[src/rtl/power_unit_pkg.sv]
// Shared types and Q10.10 constants for the power_unit slice.
package power_unit_pkg;

  typedef enum logic [1:0] {
    ST_IDLE   = 2'd0,
    ST_MUL    = 2'd1,
    ST_OUTPUT = 2'd2
  } state_t;

  localparam int unsigned FRAC_BITS = 10;
  localparam logic [19:0] Q_ONE     = 20'h00400;
  localparam logic [19:0] Q_SAT     = 20'hFFFFF;

endpackage

[src/rtl/q10_mul_sat.sv]
// Combinational Q10.10 x Q10.10 multiply with truncation and saturation.
module q10_mul_sat
  import power_unit_pkg::*;
(
  input  logic [19:0] a,
  input  logic [19:0] b,
  output logic [19:0] res,
  output logic        ovf
);

  logic [39:0] prod;

  always_comb begin
    prod = 40'(a) * 40'(b);
    ovf  = |prod[39:30];
    res  = ovf ? Q_SAT : prod[FRAC_BITS +: 20];
  end

endmodule

[src/rtl/power_unit.sv]
// Iterative x^n in unsigned Q10.10 (n = 0..7) with saturation and early exit.
// POWER_UNIT_OVF_EN adds the out_ovf port and its sticky overflow register.
module power_unit
  import power_unit_pkg::*;
(
  input  logic        clk,
  input  logic        rst,
  input  logic        in_valid,
  input  logic [19:0] in_data_1,
  input  logic [2:0]  in_data_2,
  output logic        out_valid,
  output logic [19:0] out_data
`ifdef POWER_UNIT_OVF_EN
  ,
  output logic        out_ovf
`endif
);

  state_t      state, state_next;
  logic [19:0] base, acc;
  logic [2:0]  n, cnt;
  logic [19:0] mul_res;
  logic        mul_ovf;
  logic        last_mul;
  logic        out_valid_d;
  logic [19:0] out_data_d;
`ifdef POWER_UNIT_OVF_EN
  logic        ovf;
  logic        out_ovf_d;
`endif

  q10_mul_sat u_mul (
    .a   (acc),
    .b   (base),
    .res (mul_res),
    .ovf (mul_ovf)
  );

  always_ff @(posedge clk or posedge rst) begin
    if (rst) state <= ST_IDLE;
    else     state <= state_next;
  end

  always_comb begin
    last_mul   = ({1'b0, cnt} + 4'd1) == {1'b0, n};
    state_next = state;
    unique case (state)
      ST_IDLE:   if (in_valid) state_next = (in_data_2 <= 3'd1) ? ST_OUTPUT : ST_MUL;
      ST_MUL:    if (mul_ovf || last_mul) state_next = ST_OUTPUT;
      ST_OUTPUT: state_next = ST_IDLE;
      default:   state_next = ST_IDLE;
    endcase
  end

  always_comb begin
    out_valid_d = (state == ST_OUTPUT);
    out_data_d  = out_valid_d ? acc : '0;
`ifdef POWER_UNIT_OVF_EN
    out_ovf_d   = out_valid_d ? ovf : 1'b0;
`endif
  end

  // mul_res is already saturated, so acc takes it unconditionally in ST_MUL
  always_ff @(posedge clk or posedge rst) begin
    if (rst) begin
      base      <= '0;
      n         <= '0;
      acc       <= '0;
      cnt       <= '0;
      out_valid <= 1'b0;
      out_data  <= '0;
`ifdef POWER_UNIT_OVF_EN
      ovf       <= 1'b0;
      out_ovf   <= 1'b0;
`endif
    end else begin
      out_valid <= out_valid_d;
      out_data  <= out_data_d;
`ifdef POWER_UNIT_OVF_EN
      out_ovf   <= out_ovf_d;
`endif
      case (state)
        ST_IDLE: if (in_valid) begin
          base <= in_data_1;
          n    <= in_data_2;
          acc  <= (in_data_2 == 3'd0) ? Q_ONE : in_data_1;
          cnt  <= 3'd1;
`ifdef POWER_UNIT_OVF_EN
          ovf  <= 1'b0;
`endif
        end
        ST_MUL: begin
          acc <= mul_res;
          if (!mul_ovf) cnt <= cnt + 3'd1;
`ifdef POWER_UNIT_OVF_EN
          if (mul_ovf) ovf <= 1'b1;
`endif
        end
        default: ;
      endcase
    end
  end

endmodule

[config.mk]
export PLATFORM = sky130hd
export DESIGN_NAME = power_unit
export DESIGN_NICKNAME = d
export VERILOG_FILES = /design/src/rtl/power_unit_pkg.sv /design/src/rtl/q10_mul_sat.sv /design/src/rtl/power_unit.sv
export SDC_FILE = /design/constraint.sdc
export NUM_CORES = 1
export LEC_CHECK = 0
export CAP_MARGIN = 25
export CORE_ASPECT_RATIO = 1.2
export CORE_MARGIN = 3
export CORE_UTILIZATION = 45
export CTS_BUF_LIST = sky130_fd_sc_hd__clkbuf_2 sky130_fd_sc_hd__clkbuf_4 sky130_fd_sc_hd__clkbuf_8
export CTS_CLUSTER_SIZE = 14
export DETAILED_ROUTE_END_ITERATION = 12
export PLACE_DENSITY = 0.71
export SLEW_MARGIN = 30
export SYNTH_ARGS = -nofsm -noshare
export SYNTH_HDL_FRONTEND = slang
export SYNTH_SLANG_ARGS = --single-unit
[constraint.sdc]
create_clock -name clk -period 6.9 [get_ports clk]
set_input_delay 0.69 -clock clk [delete_from_list [all_inputs] [get_ports clk]]
set_output_delay 0.69 -clock clk [all_outputs]
set_load 0.01 [all_outputs]
# == Yosys cells after proc, flatten, opt, wreduce, memory -nomap -nowiden ==
# Cells that the tools add are included.
# classes
n_addsub,2
mul,1
order_cmp,1
eq_ne,6
muxes,12
reduce_logical,9
# ops
cell,n
20-bit 2-to-1 mux,4
20-bit by 20-bit multiplier with 40-bit output,1
20-bit one-hot mux with 2 select lines,1
10-bit OR reduction,1
2-bit 2-to-1 mux,3
3-bit 2-to-1 mux,2
"2-bit != test, second input constant",3
3-bit one-hot mux with 2 select lines,1
2-bit AND reduction,3
"3-bit by 1-bit adder with 4-bit output, second input constant",1
4-bit by 3-bit == test with 1-bit output,1
2-bit one-hot mux with 2 select lines,1
"3-bit by 1-bit adder with 3-bit output, second input constant",1
"3-bit by 1-bit <= comparator with 1-bit output, second input constant",1
3-bit logical NOT,1
3-bit AND reduction,1
"2-bit by 1-bit == test with 1-bit output, second input constant",1
"2-bit == test, second input constant",1
2-bit logical NOT,1
2-bit nonzero test,1
1-bit logical OR,1
# word_totals
register_bits,69
output_inout_bits,21
wordCells,38

# == Longest topological paths before layout ==
# depth
word_depth,5
depth_mapped,30

# == Modules after synthesis ==
# From an unflattened synthesis, not the netlist that was laid out.
# unflattened
hier_cells,1843
hier_area_um2,16629.7
# modules_own_cells
module,n_inst,cells_per_inst,area_per_inst_um2,seq_area_each_um2
q10_mul_sat,1,1601,13900.8,0.0
power_unit,1,242,2728.9,1726.7

# == Worst setup path after synthesis ==
# Ideal clock, no wire load.
# synth_path
kind,reg-to-reg
startpoint,register base[2]
endpoint,register acc[10]
setup_ns,0.124
t_arrival_ns,6.767
path_slack_ns,0.009
path_stages_with_launch,29
path_buffers,3
period_less_slack_ns,6.891
cell_sequence,dfrtp_1 > clkbuf_1 > and2_1 > fa_1 > fa_1 > inv_1 > fa_1 > inv_1 > fa_1 > inv_1 > fa_1 > inv_1 > fa_1 > inv_1 > fa_1 > inv_1 > ha_1 > nand4_1 > nor4_2 > o211ai_1 > a41o_1 > a21oi_1 > o21ai_1 > a221o_1 > nor4_2 > and3_1 > buf_4 > buf_6 > o21ai_1
# synth_via
elab_chain_len,4
# synth_rtl
element,line,rtl
start: declaration,power_unit.sv:20,"logic [19:0] base, acc;"
start signal: assignment,power_unit.sv:84,base <= in_data_1;
20-bit by 20-bit multiplier with 40-bit output *,q10_mul_sat.sv:14,prod = 40'(a) * 40'(b);
10-bit OR reduction,q10_mul_sat.sv:15,ovf = |prod[39:30];
20-bit 2-to-1 mux *,q10_mul_sat.sv:16,res = ovf ? Q_SAT : prod[FRAC_BITS +: 20];
20-bit one-hot mux with 2 select lines *,power_unit.sv:82,case (state)
end signal: assignment,power_unit.sv:86,acc <= (in_data_2 == 3'd0) ? Q_ONE : in_data_1;
end signal: assignment,power_unit.sv:93,acc <= mul_res;
end: declaration,power_unit.sv:20,
# Every way passes the cells marked *; elsewhere a longest branch is shown, timed or not.
# A chain may end at the register's enable or synchronous reset.

# == Worst setup path after layout ==
# layout_path
startpoint,register base[6]
endpoint,register cnt[1]
# layout_via
elab_chain_len,4
# layout_rtl
element,line,rtl
20-bit by 20-bit multiplier with 40-bit output,q10_mul_sat.sv:14,
10-bit OR reduction,q10_mul_sat.sv:15,
2-bit != test (no line),n/a,
3-bit AND reduction (no line),n/a,
end signal: assignment,power_unit.sv:94,if (!mul_ovf) cnt <= cnt + 3'd1;
end: declaration,power_unit.sv:21,"logic [2:0] n, cnt;"
# No other way between the ends.

==> impl_metrics.yaml <==
setup_path:
  cp-startpoint: "base[6]$_DFFE_PP0P_"
  crit_type: "flip-flop to flip-flop"
  reg2regPathDepth: 24
  r2r-end: "cnt[1]$_DFFE_PP0P_"
  arrival_ns: 7.39
  end_kind: "flip-flop"
  cp_max_fo: 6
  rrSetupSlack_ns: -0.20
  rr_startpoint: "base[6]$_DFFE_PP0P_"
  cp.required_ns: 7.19
  cp-start-kind: "flip-flop"
logic_synthesis:
  synth_edf_count: 0
  synth_simple_gate_area_share_pct: 19.2
  synth_cells: 1845
  synth_compound_area_share_pct: 7.36
  synth_warnings: 0
  yosysSeqAreaShare_pct: 10.5
  syn_nets: 2339
  ys_types: 59
  yosysTopAreaCell: "fa_1"
  synth.avg_cell_area_um2: 8.92
  synth_top_area_share_pct: 38.8
  syn_area_um2: 16500
  synth_area_leaders: "fa_1 (39%), ha_1 (11%), dfrtp_1 (10%)"
  yosys.area_share.xor_xnor_pct: 1.65
  yosys_most_used_dff: "dfrtp_1"
  synth_fa_ha_area_share_pct: 50.1
  synth_top_family_by_area: "adder cells"
  yosys-mux-area-fraction_pct: 0.122
  synthArstFlopShare_pct: 100
  synth_seq_cells: 69
clock_tree:
  postCtsHoldBufs: 0
  cts-root-buf: "clkbuf_8"
  cts_buffer_depth: 2
  cts_sinks: 69
  cts_tree: "built"
  insertion_delay_ns: 0.38
  cts_max_level: 3
  cts_buffers: 9
  cts.reportedPaths.clkPinSlew_ns: 0.09
die:
  coreArea_um2: 35900
  initial_core_util_pct: 45.8
  die_area_um2: 38900
  die_w_um: 181
  die_y_um: 215
  rows: 76
  ios: 47
run:
  max-cap-violations: 0
route:
  vias: 13200
  drc_errors: 0
  drt-initial-drc-count: 900
  drt-vias-per-instance: 5.30
  ant_nets: 0
  routedWlPerCell_um: 19.0
  wirelength_um: 47200
  firstDrtPassIters: 5
timing:
  fin_tns_setup_ns: -3.59
  hold_viol: 0
  period_share_pct: 103
  tightest_slew_ns: 0.822
  fin_crit_ns: 7.10
  skew_ns: 0.0212
  rsz0062_at_grt: "yes"
  fmax_mhz: 141
  final-setup-viol-count: 25
  fin_ws_ns: -0.196
  whs_ns: 0.507
  slew_headroom_pct: 45.0
  slew_viol_final: 0
final_layout:
  nFillCells: 3261
  areaGrowthSynthToFinish_pct: 17.9
  layout-drive-gt1-share_pct: 16.8
  num-nets-final: 2505
  fin_util_pct: 53.9
worst_hold_path:
  min_to: "n[2]$_DFFE_PP0P_"
  hold_depth: 2
  holdCritStartpoint: "n[2]$_DFFE_PP0P_"
  hold_class: "flip-flop to flip-flop"
global_route:
  gr-usage-all-layers_pct: 25.0
  grt_pass1_vias: 14800
  grt_overflow: 0
  grt_pass1_wl_um: 77500
  grt_max_degree: 70
  antenna_found_initial: 1
outcome:
  violations: "setup timing"
  status: "complete, but fails checks"
placement:
  gp_congestion: 0.944
  dp_hpwl_um: 38800
  portBuffers: 46
per-layer routing:
metal  track usage (%)  share of wire, %  vias to the layer above
met2              45.9                53                      417
met1              29.8                38                     6716
met4              10.3               4.6                        0
met3              2.76               4.5                      125
met5                 0                 0                        -
li1                  -                 -                     5904
placed cells by master, fill, tap and decap left out, types with 10 or more instances in the layout:
cell	count
dfrtp_1	45
nand4_1	15
nand2_1	240
inv_1	347
xnor2_1	22
o21ai_1	25
fa_2	11
inv_2	11
o21ai_0	17
fa_1	308
nor2_1	25
buf_12	10
a21oi_1	67
buf_6	13
and2_1	266
ha_1	134
a21o_1	16
dfrtp_2	24
clkdlybuf4s50_1	46
buf_4	197
flip-flops by register name (all words and copies together), names as in the netlist:
register / cells
cnt: 3
n: 3
out_data: 20
out_valid: 1
acc: 20
state: 2
base: 20
what timing repair did:
| action | 4_1_cts | 5_1_grt |
|---|---|---|
| resized for setup | 93 | 24 |
| setup endpoints to repair | 25 | 25 |
| hold endpoints to repair | 0 | 0 |
| buffers inserted | 20 | 6 |
| pin swaps | 32 | 15 |
worst max path at each step:
stage                     slack, ns                   to
after floorplan               0.009  acc[10]$_DFFE_PP0P_
after detailed placement      -0.63   cnt[1]$_DFFE_PP0P_
after CTS                     -0.16   cnt[1]$_DFFE_PP0P_
final                         -0.20   cnt[1]$_DFFE_PP0P_
after global placement        -0.52   acc[2]$_DFFE_PP0P_
after global routing          -0.37   cnt[1]$_DFFE_PP0P_
Yosys cell counts (4+ instances only):
| master | number |
|---|---|
| nand4_1 | 15 |
| o21bai_1 | 8 |
| o211ai_1 | 7 |
| a31oi_1 | 6 |
| o21ai_0 | 22 |
| clkbuf_1 | 95 |
| ha_1 | 149 |
| and2_1 | 272 |
| a21oi_1 | 72 |
| dfrtp_1 | 69 |
| and3_1 | 7 |
| nand2b_1 | 6 |
| or3_1 | 6 |
| nor3_1 | 8 |
| nand3_1 | 8 |
| buf_2 | 12 |
| a21o_1 | 16 |
| a2bb2oi_1 | 7 |
| fa_1 | 319 |
| nand2_1 | 245 |
| nor2b_1 | 7 |
| nor2_1 | 25 |
| o21ai_1 | 22 |
| and4_1 | 4 |
| xor2_1 | 9 |
| xnor2_1 | 22 |
| a211oi_1 | 7 |
| inv_1 | 358 |
metrics by stage:
step	area (um2)	instances	setup slack [ns]
2_1_floorplan	16500	1845	0.00878
3_3_place_gp	18600	2442	-0.519
3_5_place_dp	18600	2442	-0.626
4_1_cts	19300	2478	-0.159
5_1_grt	19400	2484	-0.370
6_report	19400	2485	-0.196
worst max-delay path: stages, from the launching register on:
cell	delay (ns)
dfrtp_2	0.48
buf_2	0.20
and2_1	0.18
fa_1	0.50
inv_1	0.06
fa_2	0.47
fa_1	0.52
inv_1	0.07
fa_2	0.58
fa_2	0.44
fa_1	0.49
inv_1	0.06
fa_1	0.48
inv_1	0.07
ha_4	0.24
a21o_1	0.19
o21ai_1	0.17
a41o_1	0.25
nand2_1	0.08
or4_1	0.40
a221o_1	0.36
nor4_4	0.17
and3_4	0.25
buf_6	0.13
mux2i_1	0.20
logic make-up after synthesis:
family / Yosys count
AND/OR/NAND/NOR: 611
buffers and inverters: 471
adder cells (fa/ha/maj): 468
AO/OA/AOI/OAI: 193
flip-flops: 69
XOR/XNOR: 31
multiplexers: 2
area by class of cell:
cell class	count	area (um2)	share of cell area, %
Multi-Input combinational cell	1305	13200	68.2
Inverter	358	1340	6.93
Clock buffer	9	124	0.639
Antenna cell	1	2.50	0.0129
Timing Repair Buffer	268	2310	11.9
Sequential cell	69	1760	9.06
Clock inverter	7	52.6	0.271
Tap cell	468	586	3.02
Power is not shown: default switching activity piles up to over one toggle a cycle in this logic, so the estimate is an artifact.
